File: src/rtl/operand_sequencer.sv
// operand_sequencer: debounced button front-end that collects A, B and select, strobes the ALU and captures its result
module operand_sequencer #(
  parameter int WIDTH           = 8,
  parameter int DEBOUNCE_CYCLES = 16
) (
  input  logic             clk,
  input  logic             reset,
  input  logic [WIDTH-1:0] sw,
  input  logic             enter,
  input  logic             abort,
  input  logic [WIDTH-1:0] y,
  output logic [WIDTH-1:0] a,
  output logic [WIDTH-1:0] b,
  output logic [3:0]       select,
  output logic             do_o,
  output logic [WIDTH-1:0] result,
  output logic             result_valid,
  output logic             busy,
  output logic [2:0]       phase
);
  localparam int CW = $clog2(DEBOUNCE_CYCLES + 1);
  typedef enum logic [2:0] {
    S_A    = 3'b000,
    S_B    = 3'b001,
    S_OP   = 3'b010,
    S_EXEC = 3'b011,
    S_WAIT = 3'b100,
    S_SHOW = 3'b101
  } state_t;
  state_t           state_q, state_d;
  logic             sync1_q, sync_q, deb_q, deb_d, deb_prev_q, press_q;
  logic [CW-1:0]    cnt_q, cnt_d;
  logic [WIDTH-1:0] a_q, a_d, b_q, b_d, result_q, result_d;
  logic [3:0]       sel_q, sel_d;
  logic             do_q, do_d, rv_q, rv_d;
  // A level change is accepted only after it has differed for DEBOUNCE_CYCLES consecutive cycles
  always_comb begin
    cnt_d = '0;
    deb_d = deb_q;
    if (sync_q != deb_q) begin
      if (cnt_q == CW'(DEBOUNCE_CYCLES - 1)) deb_d = sync_q;
      else cnt_d = cnt_q + CW'(1);
    end
  end
  always_comb begin
    state_d  = state_q;
    a_d      = a_q;
    b_d      = b_q;
    sel_d    = sel_q;
    result_d = result_q;
    rv_d     = rv_q;
    if (abort) begin
      state_d = S_A;
      rv_d    = 1'b0;
    end else begin
      case (state_q)
        S_A: if (press_q) begin
          a_d     = sw;
          state_d = S_B;
        end
        S_B: if (press_q) begin
          b_d     = sw;
          state_d = S_OP;
        end
        S_OP: if (press_q) begin
          sel_d   = sw[3:0];
          state_d = S_EXEC;
        end
        S_EXEC: state_d = S_WAIT;
        S_WAIT: begin
          result_d = y;
          rv_d     = 1'b1;
          state_d  = S_SHOW;
        end
        S_SHOW: if (press_q) begin
          rv_d    = 1'b0;
          state_d = S_A;
        end
        default: state_d = S_A;
      endcase
    end
    do_d = (state_d == S_EXEC);
  end
  always_ff @(posedge clk) begin
    if (reset) begin
      sync1_q    <= 1'b0;
      sync_q     <= 1'b0;
      deb_q      <= 1'b0;
      deb_prev_q <= 1'b0;
      press_q    <= 1'b0;
      cnt_q      <= '0;
      state_q    <= S_A;
      a_q        <= '0;
      b_q        <= '0;
      sel_q      <= '0;
      result_q   <= '0;
      do_q       <= 1'b0;
      rv_q       <= 1'b0;
    end else begin
      sync1_q    <= enter;
      sync_q     <= sync1_q;
      deb_q      <= deb_d;
      deb_prev_q <= deb_q;
      press_q    <= deb_q & ~deb_prev_q;
      cnt_q      <= cnt_d;
      state_q    <= state_d;
      a_q        <= a_d;
      b_q        <= b_d;
      sel_q      <= sel_d;
      result_q   <= result_d;
      do_q       <= do_d;
      rv_q       <= rv_d;
    end
  end
  assign a            = a_q;
  assign b            = b_q;
  assign select       = sel_q;
  assign do_o         = do_q;
  assign result       = result_q;
  assign result_valid = rv_q;
  assign busy         = (state_q == S_EXEC) || (state_q == S_WAIT);
  assign phase        = state_q;
endmodule

File: config.mk
export PLATFORM = sky130hd
export DESIGN_NAME = operand_sequencer
export DESIGN_NICKNAME = d
export VERILOG_FILES = /design/src/rtl/operand_sequencer.sv
export SDC_FILE = /design/constraint.sdc
export NUM_CORES = 1
export LEC_CHECK = 0
export BUFFER_PORTS_ARGS = -buffer_cell sky130_fd_sc_hd__buf_2
export CORE_ASPECT_RATIO = 0.9
export CORE_MARGIN = 2
export CORE_UTILIZATION = 37
export DETAILED_ROUTE_END_ITERATION = 7
export HOLD_SLACK_MARGIN = 0.12
export PLACE_DENSITY = 0.66
export SLEW_MARGIN = 20
export SYNTH_ARGS = -nofsm -noshare
export SYNTH_HDL_FRONTEND = slang
export SYNTH_SLANG_ARGS = --single-unit
File: constraint.sdc
create_clock -name clk -period 2.1 [get_ports clk]
set_clock_uncertainty 0.15 [all_clocks]
set_input_delay 0.105 -clock clk [delete_from_list [all_inputs] [get_ports clk]]
set_output_delay 0.105 -clock clk [all_outputs]
set_load 0.005 [all_outputs]
# == Yosys cells after proc, flatten, opt, wreduce, memory -nomap -nowiden ==
# Cells that the tools add are included.
# word_totals
ff_bits,43
# op_classes
n_addsub,1
eq_ne,9
mux,8
n_bitwise,4
n_reduce_logical,11
# op_table
op,count
$pmux W3 S6,1
$mux W3,5
$eq A3 B2 Y1 const B,3
$reduce_and A3 Y1,3
$eq A3 B3 Y1 const B,2
$reduce_and A2 Y1,3
$add A5 B1 Y5 const B,1
$eq A5 B4 Y1 const B,1
$eq A3 B1 Y1 const B,1
$logic_not A3 Y1,1
$not A1 Y1,3
$reduce_or A3 Y1,1
$ne A2 B2 Y1 const B,1
$pmux W1 S2,1
$reduce_bool A2 Y1,1
$reduce_or A2 Y1,1
$and A1 B1 Y1,1
$logic_or A1 B1 Y1,1
$mux W1,1
$ne A1 B1 Y1,1

# == Longest topological paths before layout ==
# Gate-level depths: netlist of run 1.
# depth
depth_word,4
depth_mapped,5

# == Least setup slack after synthesis of run 1 ==
# OpenSTA, ideal clock, no wires.
# synth_timing
path_kind,reg-to-reg
startpoint,register cnt_q[0]
endpoint,register cnt_q[2]
setup_ns,0.065
arrival_time_ns,1.402
slack_ns,0.483
stages_incl_launch_ff,6
path_buffers,0
path_cell_list,dfxtp_1 ha_1 and3_1 ha_1 or3_1 nor2_1
# synth_via
elab_chain_cells,2
elab_cells_between_ends,3
# synth_lines
item,line,source
start: declaration,32,"logic [CW-1:0] cnt_q, cnt_d;"
start signal: assignment,105,cnt_q <= cnt_d;
branches (longest 2 deep; another with $add A5 B1 Y5),--,
# Several ways; the timed one is not identified.
# A chain may end at the register's enable or synchronous reset.

# == Final worst setup path of run 1 ==
# Same ends and word-level chain as after synthesis.

==> qor.csv, run 1 <==
stage;metric;value;unit
detailed_routing;Final ANT Viol Nets;0;
place;GP Congestion;0.7420;
yosys;Synth Cell Area;1748;sq um
worst_setup_path;WS Path Type;reg2reg;
place;Area after DPL;2011;sq um
sta;RSZ-0062 raised after global routing;false;
grt;largest net degree at the start of global routing;47;
yosys;Simple-Gate Fraction of Synth Area;0.2548;
cts;H-tree depth;2;
cts;postcts setup bufs;0;
cts;clock transition at the registers of the reported paths;0.08;ns
sta;measured slew at the worst slew-check pin;0.6457;ns
sta;final hold viol count;0;
place;DP HPWL;2243;um
yosys;Yosys cell types;31;
yosys;Post-Synth XOR/XNOR Area;0.01503;
floorplanning;Row Count;23;
cts;PostCTS Resize Cnt;0;
yosys;syn nets;192;
yosys;sequential-to-total area share from yosys stat;0.4925;
final_layout;# fillers;428;
cts;clk sinks;43;
grt;first-pass GRT wire length;5713;um
sta;final setup margin;0.3951;ns
floorplanning;CORE AREA;4489;sq um
floorplanning;Die H;69.21;um
power_and_ir_drop;Worst VDD drop;0.3481;mV
place;PortBufs;53;
worst_setup_path;Setup crit end kind;flip-flop;
cts;CTS buffer count;5;
power_and_ir_drop;Lkg Pwr;1.050;nW
sta;post-route setup TNS;0;ns
final_layout;final net count;261;
yosys;register bit total from synthesis;43;
yosys;Syn Inst Count;170;
grt;vias in the first global route;1312;
min_path;worst hold path type;in2reg;
cts;clock latency on the worst-skew pair;0.28;ns
detailed_routing;routed length per instance;10.96;um
yosys;Synth Area in Compound Gates;0.04009;
final_layout;diode count;0;
power_and_ir_drop;clock network fraction of total power;0.452;
sta;endpoints failing setup;0;
detailed_routing;Avg Vias per Cell;4.427;
sta;fin crit period;1.705;ns
detailed_routing;via count;1337;
sta;Fmax;0.5865;GHz
power_and_ir_drop;Logic pwr share;0.047;
power_and_ir_drop;sw power;292.5;uW
sta;slew margin rel.;0.5695;
yosys;combinational family with the most area after synthesis;simple AND/OR/NAND/NOR gates;
worst_setup_path;CP arrival;1.78;ns
sta;pins over their slew limit;0;
sta;Final period util;0.8119;
final_layout;share of cells above drive strength 1;0.2792;
flow_run;max-cap violation count;0;
final_layout;Final Instance Area;2323;sq um
cts;clk buf depth;2;
cts;hold buffers post-CTS;18;
worst_setup_path;crit path max fanout;5;
power_and_ir_drop;Seq pwr share;0.501;
detailed_routing;Initial DRT Pass Iterations;4;
floorplanning;# IOs;54;
grt;initial antenna violation count;0;
cts;TritonCTS clock tree;done;
detailed_routing;drt drc;0;
power_and_ir_drop;PwrDens;702.0;nW/um^2
grt;Congestion Overflow GR;0;
yosys;post-synthesis area per instance;10.28;sq um
detailed_routing;DRT Wirelength;3311;um
detailed_routing;starting DRC count in detailed routing;44;
grt;GRT Util Overall;0.1315;
yosys;Synth Area in Adders;0.01432;
floorplanning;die width;76.45;um
worst_setup_path;CP required;2.18;ns
place;dpl ws;0.3860;ns
cts;Root Buffer;clkbuf_8;
yosys;post-synthesis mux area share;0.1267;
power_and_ir_drop;Sw Ratio;0.1793;
worst_setup_path;R2R Setup Slk;0.40;ns
yosys;YS warnings;0;
worst_setup_path;startpoint types;flip-flop;
floorplanning;Starting Density;0.3894;
final_layout;Area Overhead vs Synth;32.93;%
floorplanning;Die ar.;5291;sq um
power_and_ir_drop;total power;1.631;mW
status;status;finished, final reports clean;
power_and_ir_drop;Cell Int Power;1.339;mW
per-stage QoR:
stage,util,std cells,hold slack (ns)
2_1_floorplan,-,170,0.08317
3_3_place_gp,0.4479,276,0.1668
3_5_place_dp,0.4479,276,0.1700
4_1_cts,0.5176,302,0.1990
5_1_grt,0.5176,302,0.2307
6_report,0.5176,302,0.1885
metal layers:
| layer | routed length, um | share of wire | global-route usage | up-vias |
|---|---|---|---|---|
| met5 | 0 | 0 | 0 | - |
| met4 | 29 | 0.0088 | 0.04848 | 0 |
| met3 | 116 | 0.035 | 0.03255 | 2 |
| met2 | 1643 | 0.50 | 0.2262 | 25 |
| met1 | 1522 | 0.46 | 0.1593 | 614 |
| li1 | - | - | - | 696 |
layout make-up:
type | count | area (sq um) | share of cell area
flip-flops and latches | 43 | 860.8 | 0.3705
multi-input cells | 114 | 788.3 | 0.3393
repair buffers | 72 | 452.9 | 0.1949
well taps | 62 | 77.57 | 0.03339
clock buffers | 6 | 72.57 | 0.03123
clock inverters | 2 | 60.06 | 0.02585
inverters | 3 | 11.26 | 0.004847
cells by family after synthesis:
group,Yosys count
flops,43
buf+inv,13
compound gates,12
fa+ha+maj,2
mux,22
xor+xnor,3
simple gates,75
state kept, by name (all words and copies together) (netlist names):
register	flops
press_q	1
deb_prev_q	1
sync1_q	1
phase	3
deb_q	1
a	8
result	8
result_valid	1
b	8
sync_q	1
select	4
do_o	1
cnt_q	5
cell usage in the layout, fill, tap and decap left out, drive strengths merged:
| cell | n |
|---|---|
| nor4b | 1 |
| clkbuf | 6 |
| buf | 54 |
| nor2 | 9 |
| nand4 | 1 |
| nand3b | 2 |
| a21oi | 8 |
| dlygate4sd3 | 18 |
| nand4b | 1 |
| or3b | 1 |
| dfxtp | 43 |
| o211ai | 1 |
| or3 | 1 |
| nand2b | 28 |
| ha | 2 |
| and3 | 1 |
| xnor2 | 2 |
| xor2 | 1 |
| nand2 | 20 |
| bufinv | 2 |
| nor4 | 2 |
| mux2i | 21 |
| or4b | 1 |
| nor2b | 4 |
| mux2 | 1 |
| inv | 3 |
| a211oi | 3 |
| nand3 | 3 |
cell usage after synthesis, drive strengths merged:
library cell  instances  area share
nor4                  2       0.016
nor2                  9       0.019
or3                   1      0.0036
a211oi                3       0.013
nor4b                 1       0.014
clkbuf                6       0.030
xnor2                 2       0.010
nand2                20       0.043
a21oi                 8       0.023
nor2b                 4       0.014
nand3b                2      0.0086
or3b                  1      0.0050
dfxtp                43        0.49
nand2b               28        0.10
mux2i                21        0.12
mux2                  1      0.0064
and3                  1      0.0036
nand4b                1      0.0050
o211ai                1      0.0043
ha                    2       0.014
xor2                  1      0.0050
inv                   3      0.0064
buf                   4       0.020
nand4                 1      0.0036
or4b                  1      0.0079
nand3                 3       0.011
final timing paths:
check	start	end	cells after the start
max	cnt_q[0]	cnt_q[2]	5
min	reset	deb_q	2
max reg2reg	cnt_q[0]	cnt_q[2]	5
min reg2reg	deb_prev_q	press_q	1
power by group through the flow:
stage | Sequential, mW | Clock, mW | Combinational [mW]
2_1_floorplan | 0.837 | 0 | 0.0354
3_3_place_gp | 0.837 | 0 | 0.0520
3_5_place_dp | 0.837 | 0 | 0.0517
4_1_cts | 0.818 | 0.763 | 0.0770
5_1_grt | 0.818 | 0.793 | 0.0840
6_report | 0.818 | 0.737 | 0.0764
worst max-delay path, cell delays in order (launching register included):
cell	delay, ns
dfxtp_1	0.33
ha_1	0.22
and3_1	0.19
ha_1	0.19
or3_1	0.45
nor2_1	0.12
Power figures use the tool's default switching activity.
==> run 2, diff against run 1 <==
Settings changed: ABC_AREA set to 1, PLACE_DENSITY 0.66 to 0.68.
Clock period 2.1 ns to 1.4 ns, I/O delays scaled along.
==> run 2 against run 1 <==
Effect of this change:
- the run now ends with negative setup slack left
- setup slack got worse by 0.40 ns
- total power increased by 31%
- synthesized cell count rose by 36%
- largest power group unchanged
==> qor.csv, run 2 <==
stage;metric;value;unit
final_layout;final net count;343;
detailed_routing;starting DRC count in detailed routing;96;
worst_setup_path;crit path max fanout;5;
detailed_routing;Final ANT Viol Nets;0;
yosys;most frequent cell after synthesis;nor2_1;
floorplanning;Die H;70.82;um
yosys;post-synthesis area per instance;7.946;sq um
final_layout;diode count;0;
yosys;Main synth FF type;dfxtp_1;
sta;Hold WS;0.1598;ns
cts;Root Buffer;clkbuf_8;
sta;endpoints failing setup;2;
cts;clk buf depth;2;
min_path;worst hold path type;in2reg;
sta;RSZ-0062 raised after global routing;true;
worst_setup_path;CP required;1.48;ns
cts;CTS buffer count;5;
final_layout;share of cells above drive strength 1;0.3696;
worst_setup_path;WS Path Type;reg2reg;
final_layout;Area Overhead vs Synth;44.38;%
grt;first-pass GRT wire length;7948;um
floorplanning;Starting Density;0.3820;
worst_setup_path;Reg-to-Reg End;cnt_q[0];
grt;initial antenna violation count;0;
detailed_routing;DRT Wirelength;4759;um
power_and_ir_drop;sw power;488.5;uW
floorplanning;Row Count;24;
final_layout;commonest non-fill, non-tap cell in the layout;buf_2;
detailed_routing;Initial DRT Pass Iterations;5;
place;PortBufs;53;
sta;final hold viol count;0;
worst_setup_path;RR Startpoint;cnt_q[0];
floorplanning;die width;78.25;um
power_and_ir_drop;Seq pwr share;0.571;
min_path;Hold Path Depth;5;
cts;clk sinks;43;
yosys;dominant cell type by area after synthesis;dfxtp_1;
floorplanning;# IOs;54;
cts;clock transition at the registers of the reported paths;0.07;ns
floorplanning;Die ar.;5541;sq um
final_layout;final core utilization;0.5516;
final_layout;# fillers;448;
sta;Final period util;1.006;
cts;clock latency on the worst-skew pair;0.30;ns
grt;largest net degree at the start of global routing;22;
final_layout;FF+latch area;877.1;sq um
power_and_ir_drop;Sw Ratio;0.2283;
sta;measured slew at the worst slew-check pin;0.5420;ns
yosys;Synth Cell Area;1836;sq um
power_and_ir_drop;Lkg Pwr;1.161;nW
yosys;sequential-to-total area share from yosys stat;0.4690;
yosys;post-synth top area share;0.4690;
yosys;Post-synth top cells;52 x nor2_1, 43 x dfxtp_1, 28 x nand4_1, 27 x nand2_1, 16 x inv_1;
worst_setup_path;startpoint types;flip-flop;
yosys;register bit total from synthesis;43;
place;Area after DPL;2218;sq um
yosys;syn nets;253;
sta;slew margin rel.;0.6375;
detailed_routing;drt drc;0;
power_and_ir_drop;Cell Int Power;1.651;mW
final_layout;multi-input logic area;870.8;sq um
floorplanning;CORE AREA;4805;sq um
sta;pins over their slew limit;0;
worst_setup_path;CP arrival;1.49;ns
status;failing checks;negative setup slack;
worst_setup_path;R2R Setup Slk;-0.009;ns
final_layout;fin cells;387;
worst_setup_path;CP Capture Point;cnt_q[0];
grt;Congestion Overflow GR;0;
power_and_ir_drop;Logic pwr share;0.074;
yosys;Post-synth EDFFs;0;
sta;final setup margin;-0.009008;ns
flow_run;max-cap violation count;0;
place;DP HPWL;3042;um
power_and_ir_drop;Worst VDD drop;0.3372;mV
final_layout;Final Instance Area;2650;sq um
yosys;Synth area leaders;dfxtp_1 47%, nor2_1 11%, nand4_1 9.5%;
yosys;share of synthesized registers carrying an async set or reset;0;
sta;fin crit period;1.409;ns
yosys;Syn Inst Count;231;
final_layout;most frequent cells in the layout;53 x buf_2, 52 x nor2_1, 36 x dfxtp_1;
grt;GRT Util Overall;0.1813;
place;# placed instances;349;
worst_setup_path;Critical Path Start;cnt_q[0];
cts;H-tree depth;2;
yosys;YS warnings;0;
place;GP Congestion;0.8457;
power_and_ir_drop;clock network fraction of total power;0.356;
detailed_routing;routed length per instance;12.30;um
sta;Fmax;0.7097;GHz
worst_setup_path;Setup crit end kind;flip-flop;
detailed_routing;via count;1842;
cts;TritonCTS clock tree;done;
yosys;Yosys cell types;25;
worst_setup_path;r2r worst-path depth;6;
power_and_ir_drop;total power;2.140;mW
power_and_ir_drop;PwrDens;807.5;nW/um^2
detailed_routing;Avg Vias per Cell;4.760;
grt;vias in the first global route;1732;
status;status;complete, but fails checks;
==> run 2: cell families after synthesis <==
logic type	share of synthesized area
adders and majority gates	0.01363
buffers and inverters	0.08316
DFF	0.4690
AOI/OAI and AO/OA	0.06271
xor gates and xnor gates	0.009545
and+or+nand+nor	0.3620
==> run 2: critical path: stages (launching register included) <==
cell      delay, ns
dfxtp_2        0.34
ha_4           0.16
and3_4         0.18
ha_4           0.15
inv_2          0.06
o211ai_1       0.18
nor2_1         0.14
==> run 2: area by class of cell <==
class | count | share of cell area
sequential | 43 | 0.3310
multi-input combinational | 155 | 0.3286
timing repair buffer | 95 | 0.2493
tap | 65 | 0.03069
inverter | 21 | 0.02975
clock buffer | 7 | 0.02880
clock inverter | 1 | 0.001889
==> run 2: repair_timing <==
action | in CTS | in global routing
hold buffers | 24 | 0
endpoints found under the hold margin | 37 | 0
pin swaps | 3 | 4
setup endpoints to repair | 7 | 16
cloned | 0 | 1
resized for setup | 16 | 6
setup buffers | 0 | 5
==> run 2: metal layers <==
| layer | GRT usage | vias up | routed length [um] |
|---|---|---|---|
| met2 | 0.2787 | 56 | 2206 |
| met1 | 0.2422 | 838 | 2179 |
| met5 | 0 | - | 0 |
| li1 | - | 937 | - |
| met4 | 0.08772 | 0 | 98 |
| met3 | 0.04082 | 11 | 275 |
==> run 2: worst min-delay path by stage <==
stage | start | to | slack (ns)
2_1_floorplan | enter | sync1_q | 0.03
4_1_cts | reset | a[2] | 0.15
3_3_place_gp | enter | sync1_q | 0.13
6_report | reset | a[2] | 0.16
3_5_place_dp | enter | sync1_q | 0.14
5_1_grt | reset | b[1] | 0.19
==> run 2: per-stage QoR <==
step | TNS, ns | setup slack [ns]
floorplan | 0 | 0.01910
global placement | -0.1007 | -0.02155
detailed placement | -0.4449 | -0.09495
CTS | -0.02096 | -0.01869
global route | -0.4112 | -0.09928
finish | -0.01041 | -0.009008
==> run 2: power groups by stage <==
stage	Clock, mW	Combinational [mW]	Sequential, mW
after detailed placement	0	0.105	1.26
after floorplan	0	0.0552	1.26
after CTS	0.783	0.152	1.22
after global placement	0	0.104	1.26
after global routing	0.837	0.172	1.22
final	0.761	0.157	1.22
==> run 3, diff against run 2 <==
Settings changed: ABC_AREA 1 to not set.
==> run 3 against run 2 <==
Effect of this change:
- the flow still finishes with violations (negative setup slack)
- setup slack worse by 0.099 ns
- combinational power shrank 18%
- critical endpoint unchanged
- sequential share of layout area grew 1.1 points
- global-route usage decreased by 3.1 points
- sequential cell count did not move
- total power is 10% higher
- register-to-register slack got worse by 0.099 ns
==> qor.csv, run 3 (synthesis gave the netlist of run 1 again) <==
stage;metric;value;unit
worst_setup_path;WS Path Type;reg2reg;
detailed_routing;starting DRC count in detailed routing;47;
sta;final setup margin;-0.1079;ns
power_and_ir_drop;Worst VDD drop;0.6098;mV
place;# placed instances;290;
grt;largest net degree at the start of global routing;33;
grt;Congestion Overflow GR;0;
grt;first-pass GRT wire length;6465;um
floorplanning;die width;76.45;um
sta;post-route setup TNS;-0.4752;ns
min_path;worst hold path type;in2reg;
worst_setup_path;CP max stage cell;or3_4;
cts;CTS buffer count;5;
floorplanning;# IOs;54;
worst_setup_path;cells along the critical path;ha_4 -> and3_4 -> ha_4 -> or3_4 -> nor2_1;
detailed_routing;routed length per instance;11.50;um
final_layout;commonest non-fill, non-tap cell in the layout;buf_2;
worst_setup_path;Most common cell on crit path;ha_4;
sta;endpoints failing setup;5;
floorplanning;Row Count;23;
sta;pins over their slew limit;0;
place;DP HPWL;2480;um
sta;RSZ-0062 raised after global routing;true;
worst_setup_path;Largest stage delay, worst path;0.36;ns
final_layout;diode count;0;
cts;clk buf depth;2;
cts;clock latency on the worst-skew pair;0.30;ns
sta;slew margin rel.;0.7292;
sta;fin crit period;1.508;ns
final_layout;share of cells above drive strength 1;0.3822;
detailed_routing;Avg Vias per Cell;4.371;
grt;vias in the first global route;1430;
power_and_ir_drop;total power;2.358;mW
detailed_routing;Initial DRT Pass Iterations;4;
cts;Root Buffer;clkbuf_8;
grt;GRT Util Overall;0.1507;
worst_setup_path;CP required;1.49;ns
sta;measured slew at the worst slew-check pin;0.4062;ns
cts;clk sinks;43;
detailed_routing;drt drc;0;
status;status;complete, but fails checks;
flow_run;max-cap violation count;0;
cts;H-tree depth;2;
detailed_routing;Final ANT Viol Nets;0;
cts;TritonCTS clock tree;done;
sta;Hold WS;0.09925;ns
place;GP Congestion;0.7190;
worst_setup_path;CP arrival;1.60;ns
final_layout;final net count;280;
worst_setup_path;Setup crit end kind;flip-flop;
worst_setup_path;startpoint types;flip-flop;
grt;initial antenna violation count;0;
worst_setup_path;crit path max fanout;5;
power_and_ir_drop;Lkg Pwr;1.148;nW
final_layout;Area Overhead vs Synth;45.45;%
place;PortBufs;53;
sta;final hold viol count;0;
detailed_routing;via count;1403;
power_and_ir_drop;PwrDens;927.3;nW/um^2
place;dpl ws;-0.09036;ns
final_layout;fin cells;321;
sta;Fmax;0.6632;GHz
final_layout;most frequent cells in the layout;53 x buf_2, 38 x dfxtp_1, 28 x nand2b_1;
floorplanning;CORE AREA;4489;sq um
status;failing checks;negative setup slack;
floorplanning;Starting Density;0.3894;
floorplanning;Die H;69.21;um
detailed_routing;DRT Wirelength;3690;um
cts;clock transition at the registers of the reported paths;0.08;ns
floorplanning;Die ar.;5291;sq um
final_layout;# fillers;401;
sta;Final period util;1.077;
-- run 3: final timing paths --
kind / startpoint / to / slack [ns] / depth (start not counted)
worst min-delay path: abort / b[7] / 0.1 / 4
worst min register to register: deb_prev_q / press_q / 0.24 / 1
worst max-delay path: cnt_q[1] / cnt_q[0] / -0.11 / 5
worst max register to register: cnt_q[1] / cnt_q[0] / -0.11 / 5
-- run 3: power by group --
| part | switching [mW] | leakage, nW | internal, mW |
|---|---|---|---|
| clock network | 0.462 | 0.0587 | 0.541 |
| logic | 0.0479 | 0.740 | 0.0812 |
| registers | 0.00192 | 0.349 | 1.22 |
| total | 0.512 | 1.15 | 1.85 |
-- run 3: worst max-delay path, delay by kind of cell (launching register included) --
kind,cells,cell delay (ns)
simple gates,3,0.65
fa+ha+maj,2,0.30
flops,1,0.34
-- run 3: final cells by class --
class	count	area [sq um]	area share
sequential	43	869.6	0.3420
multi-input combinational	114	849.6	0.3342
timing repair buffer	91	618.1	0.2431
tap	62	77.57	0.03051
clock buffer	5	68.82	0.02707
clock inverter	3	47.55	0.01870
inverter	3	11.26	0.004429
-- run 3: metal layers --
layer | global-route usage | vias to the layer above | share of wire
li1 | - | 739 | -
met1 | 0.1792 | 635 | 0.45
met2 | 0.2527 | 25 | 0.50
met3 | 0.05208 | 4 | 0.040
met4 | 0.05455 | 0 | 0.012
met5 | 0 | - | 0
-- run 3: timing repair --
| item | in CTS | in global routing |
|---|---|---|
| setup endpoints to repair | 16 | 26 |
| setup buffers | 0 | 2 |
| hold buffers | 21 | 0 |
| pin swaps | 1 | 5 |
| resized for setup | 4 | 10 |
| hold endpoints to repair | 36 | 0 |
-- run 3: per-stage QoR --
step	cell area (sq um)	utilization
floorplan	1793	-
global placement	2157	0.4805
detailed placement	2157	0.4805
CTS	2494	0.5555
global route	2542	0.5663
finish	2542	0.5663
